## src/rtl/count_pkg.sv

```systemverilog
// count_pkg: shared types, helpers and field presets for the count_wrap family.
//   btn_state_t : button auto-repeat FSM states
//   clog2max    : bit width for a timer that must hold max(a, b)
//   *_LO / *_HI : value ranges of the standard time/date fields
package count_pkg;

   typedef enum logic [1:0] {
      IDLE   = 2'd0,
      HOLD   = 2'd1,
      REPEAT = 2'd2
   } btn_state_t;

   // Smallest width w (at least 1) with 2**w > max(a, b).
   function automatic int clog2max(input int a, input int b);
      int m;
      int w;
      m = (a > b) ? a : b;
      w = 1;
      for (int i = 1; i < 31; i++) begin
         if ((32'sd1 << i) <= m) begin
            w = i + 1;
         end else begin
            w = w;
         end
      end
      return w;
   endfunction

   // Field presets
   localparam int SEC_LO  = 0;
   localparam int SEC_HI  = 59;
   localparam int MIN_LO  = 0;
   localparam int MIN_HI  = 59;
   localparam int HOUR_LO = 0;
   localparam int HOUR_HI = 23;
   localparam int DAY_LO  = 1;
   localparam int DAY_HI  = 31;
   localparam int MON_LO  = 1;
   localparam int MON_HI  = 12;
   localparam int YEAR_LO = 0;
   localparam int YEAR_HI = 99;

endpackage

```

## src/rtl/btn_repeat.sv

```systemverilog
// btn_repeat: press-and-hold auto-repeat for an inc/dec button pair.
//   clk, rst_n        : clock, async active-low reset
//   en                : adjust mode enable; low forces IDLE
//   inc_btn, dec_btn  : debounced button levels
//   step_up, step_dn  : one-cycle step requests (combinational from state + buttons)
// A press steps once immediately, again after HOLD_CYC cycles of holding,
// then every REPEAT_CYC cycles. Releasing, pressing the opposite button or
// leaving adjust mode aborts the press without a step.
module btn_repeat
   import count_pkg::*;
#(
   parameter int HOLD_CYC   = 50,
   parameter int REPEAT_CYC = 10
) (
   input  logic clk,
   input  logic rst_n,
   input  logic en,
   input  logic inc_btn,
   input  logic dec_btn,
   output logic step_up,
   output logic step_dn
);

   localparam int            TW        = clog2max(HOLD_CYC, REPEAT_CYC);
   localparam logic [TW-1:0] HOLD_LAST = TW'(HOLD_CYC - 1);
   localparam logic [TW-1:0] REP_LAST  = TW'(REPEAT_CYC - 1);

   btn_state_t    state_q, state_d;
   logic          dir_up_q, dir_up_d;
   logic [TW-1:0] timer_q, timer_d;
   logic          held_s;
   logic          opp_s;
   logic          abort_s;
   logic          step_s;
   logic          dir_s;

   // Latched button still held, or the opposite one pressed.
   assign held_s  = dir_up_q ? inc_btn : dec_btn;
   assign opp_s   = dir_up_q ? dec_btn : inc_btn;
   assign abort_s = ~held_s | opp_s;

   // State, direction and timer registers.
   always_ff @(posedge clk or negedge rst_n) begin
      if (!rst_n) begin
         state_q  <= IDLE;
         dir_up_q <= 1'b0;
         timer_q  <= {TW{1'b0}};
      end else begin
         state_q  <= state_d;
         dir_up_q <= dir_up_d;
         timer_q  <= timer_d;
      end
   end

   // Next-state and timer logic.
   always_comb begin
      state_d  = state_q;
      dir_up_d = dir_up_q;
      timer_d  = timer_q;
      if (!en) begin
         state_d = IDLE;
         timer_d = {TW{1'b0}};
      end else begin
         case (state_q)
            IDLE: begin
               if (inc_btn ^ dec_btn) begin
                  state_d  = HOLD;
                  dir_up_d = inc_btn;
                  timer_d  = {TW{1'b0}};
               end else begin
                  state_d = IDLE;
               end
            end
            HOLD: begin
               if (abort_s) begin
                  state_d = IDLE;
                  timer_d = {TW{1'b0}};
               end else if (timer_q == HOLD_LAST) begin
                  state_d = REPEAT;
                  timer_d = {TW{1'b0}};
               end else begin
                  timer_d = timer_q + TW'(1'b1);
               end
            end
            REPEAT: begin
               if (abort_s) begin
                  state_d = IDLE;
                  timer_d = {TW{1'b0}};
               end else if (timer_q == REP_LAST) begin
                  timer_d = {TW{1'b0}};
               end else begin
                  timer_d = timer_q + TW'(1'b1);
               end
            end
            default: begin
               state_d = IDLE;
               timer_d = {TW{1'b0}};
            end
         endcase
      end
   end

   // Step outputs; in IDLE the direction comes straight from the button.
   always_comb begin
      step_s = 1'b0;
      dir_s  = dir_up_q;
      if (!en) begin
         step_s = 1'b0;
      end else begin
         case (state_q)
            IDLE: begin
               step_s = inc_btn ^ dec_btn;
               dir_s  = inc_btn;
            end
            HOLD:    step_s = ~abort_s & (timer_q == HOLD_LAST);
            REPEAT:  step_s = ~abort_s & (timer_q == REP_LAST);
            default: step_s = 1'b0;
         endcase
      end
      step_up = step_s & dir_s;
      step_dn = step_s & ~dir_s;
   end

endmodule

```

## src/rtl/count_wrap.sv

```systemverilog
// count_wrap: wrap-around time/date field counter with set-mode adjust.
//   clk, rst_n        : clock, async active-low reset
//   tick              : carry-in from the lower field (run mode only)
//   set_mode          : 1 = adjust with buttons, 0 = run
//   inc_btn, dec_btn  : debounced adjust buttons
//   lim_max           : runtime upper limit, used when DYN_MAX=1
//   cnt               : current value in [MIN_VAL, limit]
//   carry             : one-cycle pulse on run-mode wrap
module count_wrap
   import count_pkg::*;
#(
   parameter int WIDTH      = 5,
   parameter int MIN_VAL    = 0,
   parameter int MAX_VAL    = 23,
   parameter int DYN_MAX    = 0,
   parameter int HOLD_CYC   = 50,
   parameter int REPEAT_CYC = 10
) (
   input  logic             clk,
   input  logic             rst_n,
   input  logic             tick,
   input  logic             set_mode,
   input  logic             inc_btn,
   input  logic             dec_btn,
   input  logic [WIDTH-1:0] lim_max,
   output logic [WIDTH-1:0] cnt,
   output logic             carry
);

   localparam logic [WIDTH-1:0] MIN_W = WIDTH'(MIN_VAL);
   localparam logic [WIDTH-1:0] MAX_W = WIDTH'(MAX_VAL);

   logic [WIDTH-1:0] lim_s;
   logic [WIDTH-1:0] cnt_q, cnt_d;
   logic             carry_q, carry_d;
   logic             step_up_s;
   logic             step_dn_s;

   assign lim_s = (DYN_MAX != 0) ? lim_max : MAX_W;

   btn_repeat #(
      .HOLD_CYC   (HOLD_CYC),
      .REPEAT_CYC (REPEAT_CYC)
   ) u_btn (
      .clk     (clk),
      .rst_n   (rst_n),
      .en      (set_mode),
      .inc_btn (inc_btn),
      .dec_btn (dec_btn),
      .step_up (step_up_s),
      .step_dn (step_dn_s)
   );

   // Value and carry registers.
   always_ff @(posedge clk or negedge rst_n) begin
      if (!rst_n) begin
         cnt_q   <= MIN_W;
         carry_q <= 1'b0;
      end else begin
         cnt_q   <= cnt_d;
         carry_q <= carry_d;
      end
   end

   // Clamp beats adjust steps, which beat run-mode ticks.
   always_comb begin
      cnt_d   = cnt_q;
      carry_d = 1'b0;
      if (cnt_q > lim_s) begin
         // Limit dropped below the value (e.g. shorter month): pull it in.
         cnt_d = lim_s;
      end else if (set_mode) begin
         if (step_up_s) begin
            cnt_d = (cnt_q == lim_s) ? MIN_W : cnt_q + WIDTH'(1'b1);
         end else if (step_dn_s) begin
            cnt_d = (cnt_q == MIN_W) ? lim_s : cnt_q - WIDTH'(1'b1);
         end else begin
            cnt_d = cnt_q;
         end
      end else if (tick) begin
         if (cnt_q == lim_s) begin
            cnt_d   = MIN_W;
            carry_d = 1'b1;
         end else begin
            cnt_d = cnt_q + WIDTH'(1'b1);
         end
      end else begin
         cnt_d = cnt_q;
      end
   end

   assign cnt   = cnt_q;
   assign carry = carry_q;

endmodule

```

## config.mk

```make
export PLATFORM = sky130hd
export DESIGN_NAME = count_wrap
export DESIGN_NICKNAME = d
export VERILOG_FILES = /design/src/rtl/count_pkg.sv /design/src/rtl/btn_repeat.sv /design/src/rtl/count_wrap.sv
export SDC_FILE = /design/constraint.sdc
export NUM_CORES = 1
export LEC_CHECK = 0
export BUFFER_PORTS_ARGS = -buffer_cell sky130_fd_sc_hd__buf_2
export CAP_MARGIN = 20
export CORE_MARGIN = 5
export CORE_UTILIZATION = 60
export DETAILED_ROUTE_END_ITERATION = 10
export GPL_TIMING_DRIVEN = 0
export PLACE_DENSITY_LB_ADDON = 0.1
export SLEW_MARGIN = 40
export SYNTH_ARGS = -nofsm -noshare
export SYNTH_HDL_FRONTEND = slang
export SYNTH_SLANG_ARGS = --single-unit
```

## constraint.sdc

```tcl
create_clock -name clk -period 4.7 [get_ports clk]
set_input_delay 0.47 -clock clk [delete_from_list [all_inputs] [get_ports clk]]
set_output_delay 0.47 -clock clk [all_outputs]
set_load 0.02 [all_outputs]
```

# Yosys cells after proc, flatten, opt, wreduce, memory -nomap -nowiden
# Cells that the tools add are included.
[op_classes]
addsub = 3
mul = 0
n_div = 0
order_cmp = 1
n_eq_ne = 9
shift = 0
mux = 30
n_bitwise = 9
reduce_logical = 6
[ops]
columns = ["op", "n"]
rows = [
  ["$mux W6", 6],
  ["$mux W5", 7],
  ["$pmux W6 S3", 1],
  ["$mux W1", 10],
  ["$mux W2", 4],
  ["$add A6 B1 Y6 const B", 1],
  ["$eq A6 B4 Y1 const B", 1],
  ["$eq A6 B6 Y1 const B", 1],
  ["$ne A3 B2 Y1 const B", 2],
  ["$pmux W2 S3", 1],
  ["$add A5 B1 Y5 const B", 1],
  ["$eq A5 B5 Y1 const B", 1],
  ["$gt A5 B5 Y1 const B", 1],
  ["$logic_not A5 Y1", 1],
  ["$sub A5 B1 Y5 const B", 1],
  ["$and A1 B1 Y1", 4],
  ["$ne A4 B1 Y1 const B", 1],
  ["$ne A4 B2 Y1 const B", 1],
  ["$reduce_and A2 Y1", 2],
  ["$not A1 Y1", 3],
  ["$pmux W1 S3", 1],
  ["$reduce_and A3 Y1", 1],
  ["$reduce_bool A3 Y1", 1],
  ["$eq A2 B1 Y1 const B", 1],
  ["4 further kinds", 4],
]
[totals]
register_bits = 15
latchBits = 0
mem_bits_rw = 0
rom_bits = 0
in_bits = 11
out_inout_bits = 6
word_cells = 63
memories = 0

# Logic depth before layout (Yosys ltp)
[logic_depth]
word_depth = 12
ltp_mapped = 7
depth_no_buf = 7

# Hierarchy
# A second synthesis with hierarchy kept.
[hier_totals]
hier_cells = 121
hier_area_um2 = 1129.8
[by_module_without_submodules]
columns = ["mod", "instances", "cells_each", "area_per_inst_um2", "seq_area_each_um2"]
rows = [
  ["btn_repeat", 1, 73, 679.4, 225.2],
  ["count_wrap", 1, 48, 450.4, 150.1],
]

# Least setup slack after synthesis
# Ideal clock, no wire load.
[synth_timing]
kind = "reg2reg"
start = "register u_btn.state_q[0]"
end = "register cnt_q[0] (netlist: cnt[0])"
setup_ns = 0.126
t_arrival_ns = 1.919
setup_slack_ns = 2.655
path_stages_with_launch = 8
period_less_slack_ns = 2.045
path_cell_list = "dfrtp_1 inv_1 ha_1 nand4bb_2 a221oi_4 a21oi_2 a31o_1 a221o_1"
[synth_via]
elab_chain_len = 7
elab_cells_between_ends = 15
classes_between = "eq/ne: 3; mux: 7; bitwise: 3; reduce/logical: 2"
[synth_lines]
columns = ["element", "line_no", "text"]
rows = [
  ["from (decl)", "btn_repeat.sv:28", "btn_state_t state_q, state_d;"],
  ["from (signal assigned)", "btn_repeat.sv:49", "state_q <= state_d;"],
  ["$eq A2 B2 Y1, or another cell as far along", "btn_repeat.sv:110", "case (state_q)"],
  ["$pmux W1 S3 / $mux W1 (equally long branches)", "btn_repeat.sv:110", ""],
  ["$mux W1", "btn_repeat.sv:107", "if (!en) begin"],
  ["$and A1 B1 Y1 / $not A1 Y1 (equally long branches)", "btn_repeat.sv:120, btn_repeat.sv:121", ""],
  ["$mux W5 / $and A1 B1 Y1 (equally long branches)", "count_wrap.sv:73, btn_repeat.sv:121", ""],
  ["$mux W5 / $ne A4 B1 Y1 (equally long branches)", "n/a", ""],
  ["$mux W5 / $reduce_and A2 Y1 (equally long branches)", "n/a", ""],
  ["to (signal assigned)", "count_wrap.sv:60", "cnt_q <= cnt_d;"],
  ["to (decl)", "count_wrap.sv:34", "logic [WIDTH-1:0] cnt_q, cnt_d;"],
]
# Several ways; a longest one is shown, not always the timed one.
# A chain may end at the register's enable or synchronous reset.

# Worst setup path in the final report
# Same ends and word-level chain as after synthesis.

==> metrics.md <==
| Metric | Value |
|---|---|
| Largest net degree at the start of global routing | 16 |
| Final worst path period share | 48.31% |
| Die X | 55.46 um |
| Total power | 0.5237 mW |
| Pre-CTS WS | 2.468 ns |
| Worst-margin pin slew | 0.6521 ns |
| Final hold slack | 0.06434 ns |
| Detailed-route DRC error count | 0 |
| Pleak | 0.6119 nW |
| Synth-to-Final Area Change | 8.981% |
| Highest cell delay on the worst timing path | 0.59 ns |
| Post-synth ARST share | 100.0% |
| MaxCap Viol Count | 0 |
| Final setup vio count | 0 |
| Minimum clock period | 2.270 ns |
| Synthesis Warnings | 0 |
| CP required | 4.89 ns |
| CP Cell Sequence | inv_1, ha_1, nand4bb_2, a21oi_1, a221oi_2, nor2_1, a221o_1 |
| WL final | 2.700 mm |
| Critical path class | reg2reg |
| Predominant post-synthesis flop cell | dfrtp_1 |
| Top post-synthesis cells by area | dfrtp_1 (30%), ha_1 (8.1%), mux2i_1 (4.8%) |
| Worst VDD drop | 0.3172 mV |
| Die area | 0.003076 mm^2 |
| Worst-path maximum fanout | 9 |
| Clk_skew | 0.008871 ns |
| Nets | 172 |
| PostCTS Resize Cnt | 0 |
| EDFF count, synth | 0 |
| Clock latency on the worst-skew pair | 0.30 ns |
| IO Port Bufs | 10 |
| FF-to-FF Start | u_btn.state_q[0] |
| Mapped Nets | 157 |
| Hpwl dp | 1.954 mm |
| Layout cells sized above 1 | 15.79% |
| CP Launch Type | flop |
| IO Pins | 17 |
| First-pass DRT Iterations | 4 |
| Initial Util | 63.20% |
| Max Fclk | 440.4 MHz |
| WL/cell | 15.08 um |
| Synth cell types | 45 |
| Status | finished clean |
| Hold Crit Class | in2async |
| CP endpoint kind | flop |
| DR iter-0 viols | 25 |
| Cell at the root of the clock tree | clkbuf_4 |
| Inserted Diodes | 0 |
| TritonCTS clock tree | done |
| Vias per inst | 5.950 |
| Power per standard cell area | 387.5 mW/mm^2 |
| GR Util All Layers | 19.16% |
| RSZ-0062 raised after global routing | no |
| Mapped Avg Cell Area | 8.985 um^2 |
| Core Rows | 16 |
| Antenna Nets Post-Route | 0 |
| Die height | 55.46 um |
| Fin util | 68.88% |
| CTS clock-pin slew for the worst setup and hold paths | 0.10 ns |
| Filler cells | 173 |
| Antenna violations before repair | 0 |
| Worst setup margin | 2.430 ns |
| Postcts setup bufs | 0 |
| Hold-fix buffers at CTS | 0 |
| Crit path buffers/inverters | 1 |
| Sequential area share after synthesis | 30.27% |
| Fin. Hold Viols | 0 |
| H-tree depth | 1 |
| Via count | 1065 |
| Synthesized area | 0.001240 mm^2 |
| Grt ovf | 0 |
| Critical Path Start | u_btn.state_q[0] |
| Final Slew Violations | 0 |
| Area share of the largest cell type after synthesis | 30.27% |
| CP arrival | 2.46 ns |
| CP max-delay cell | a221oi_2 |
| CTS sink cnt | 15 |
| Synth area leader | dfrtp_1 |
| Mapped Cells | 138 |
| First-pass GRT wire length | 4.836 mm |
| Synthesized flop and latch total | 15 |
| Core footprint | 0.001962 mm^2 |
| Gpl congestion | 0.8518 |
| Clk buf depth | 2 |
| Setup tns final | 0 ns |
| Rel. slew slack | 56.53% |
| CTS buffer count | 3 |
| Crit path max-delay family | compound AO/OA/AOI/OAI gates |
| Vias in the first global route | 1091 |
[worst reg2reg max path, cell delays in order, from the launching register on]
cell and delay [ns]:
dfrtp_1 0.43, inv_1 0.09, ha_1 0.29, nand4bb_2 0.23, a21oi_1 0.09, a221oi_2 0.59
nor2_1 0.09, a221o_1 0.35
[cells in the final DEF, fill, tap and decap left out, types with 2 or more instances in the layout]
cell type  count
mux2i_1        6
and2_1         2
a21oi_1        6
nand3_1        4
ha_1           8
a211o_1        3
buf_2         10
a211oi_1       3
clkbuf_4       3
o21ai_0       12
nand3b_1       4
or3_1          2
nor2_1        11
nor3_1         3
inv_1          9
nand2_1       11
buf_6          2
nand2b_1       2
dfrtp_1       15
a221o_1        2
a21o_1         3
o31ai_1        3
nor2b_1        3
[worst paths after layout]
| kind | to | slack [ns] | depth (start not counted) |
|---|---|---|---|
| worst min register to register | u_btn.timer_q[2] | 0.55 | 1 |
| worst max register to register | cnt[0] | 2.43 | 7 |
| worst max-delay path | cnt[0] | 2.43 | 7 |
| min in group clk | u_btn.dir_up_q | 0.44 | 2 |
| max in group asynchronous | cnt[3] | 4.37 | 1 |
| worst min-delay path | u_btn.state_q[1] | 0.06 | 1 |
[cell families after synthesis]
group	Yosys count	synth area share (%)
simple gates	49	21.90
compound gates	46	28.16
flops	15	30.27
buf+inv	12	5.146
fa+ha+maj	8	8.073
mux	7	5.752
xor+xnor	1	0.7065
[registers in the layout, indices dropped and copies added, names as in the netlist]
signal,flops
carry,1
u_btn.state_q,2
u_btn.dir_up_q,1
cnt,5
u_btn.timer_q,6
[synthesized netlist by cell type (2+ instances only)]
library cell  count
nand2b_1          2
o31ai_1           3
and2_1            2
mux2i_1           6
dfrtp_1          15
or3_1             2
buf_6             2
nor3_1            3
a21oi_1           6
nor2b_1           3
a211o_1           3
nand3_1           4
a21o_1            3
a211oi_1          3
inv_1             9
a221o_1           2
nor2_1           11
ha_1              8
o21ai_0          12
nand2_1          11
nand3b_1          4
[metrics by stage]
step                      cells  cell area, um^2
after global routing        179             1351
after CTS                   179             1351
after floorplan             138             1240
after global placement      175             1324
final                       179             1351
after detailed placement    175             1324
[per-layer routing]
metal | GRT usage (%) | vias to the layer above | wire length (um)
met4 | 7.986 | 0 | 42
met1 | 25.82 | 489 | 1256
met3 | 2.797 | 4 | 146
li1 | - | 542 | -
met2 | 30.41 | 30 | 1254
met5 | 0 | - | 0
[cell type report]
type	instances	area [um^2]	area share, %
clock inverters	1	5.005	0.3704
clock buffers	3	22.52	1.667
multi-input cells	111	800.8	59.26
inverters	9	33.78	2.500
flip-flops and latches	15	375.4	27.78
plain buffers	3	30.03	2.222
repair buffers	10	50.05	3.704
well taps	27	33.78	2.500
[where the power goes]
part           switching (mW)  total [mW]  internal, mW
registers              0.0282       0.179         0.151
logic                   0.149       0.265         0.116
clock network          0.0478      0.0795        0.0317
total                   0.225       0.524         0.299
Power figures use the tool's default switching activity.
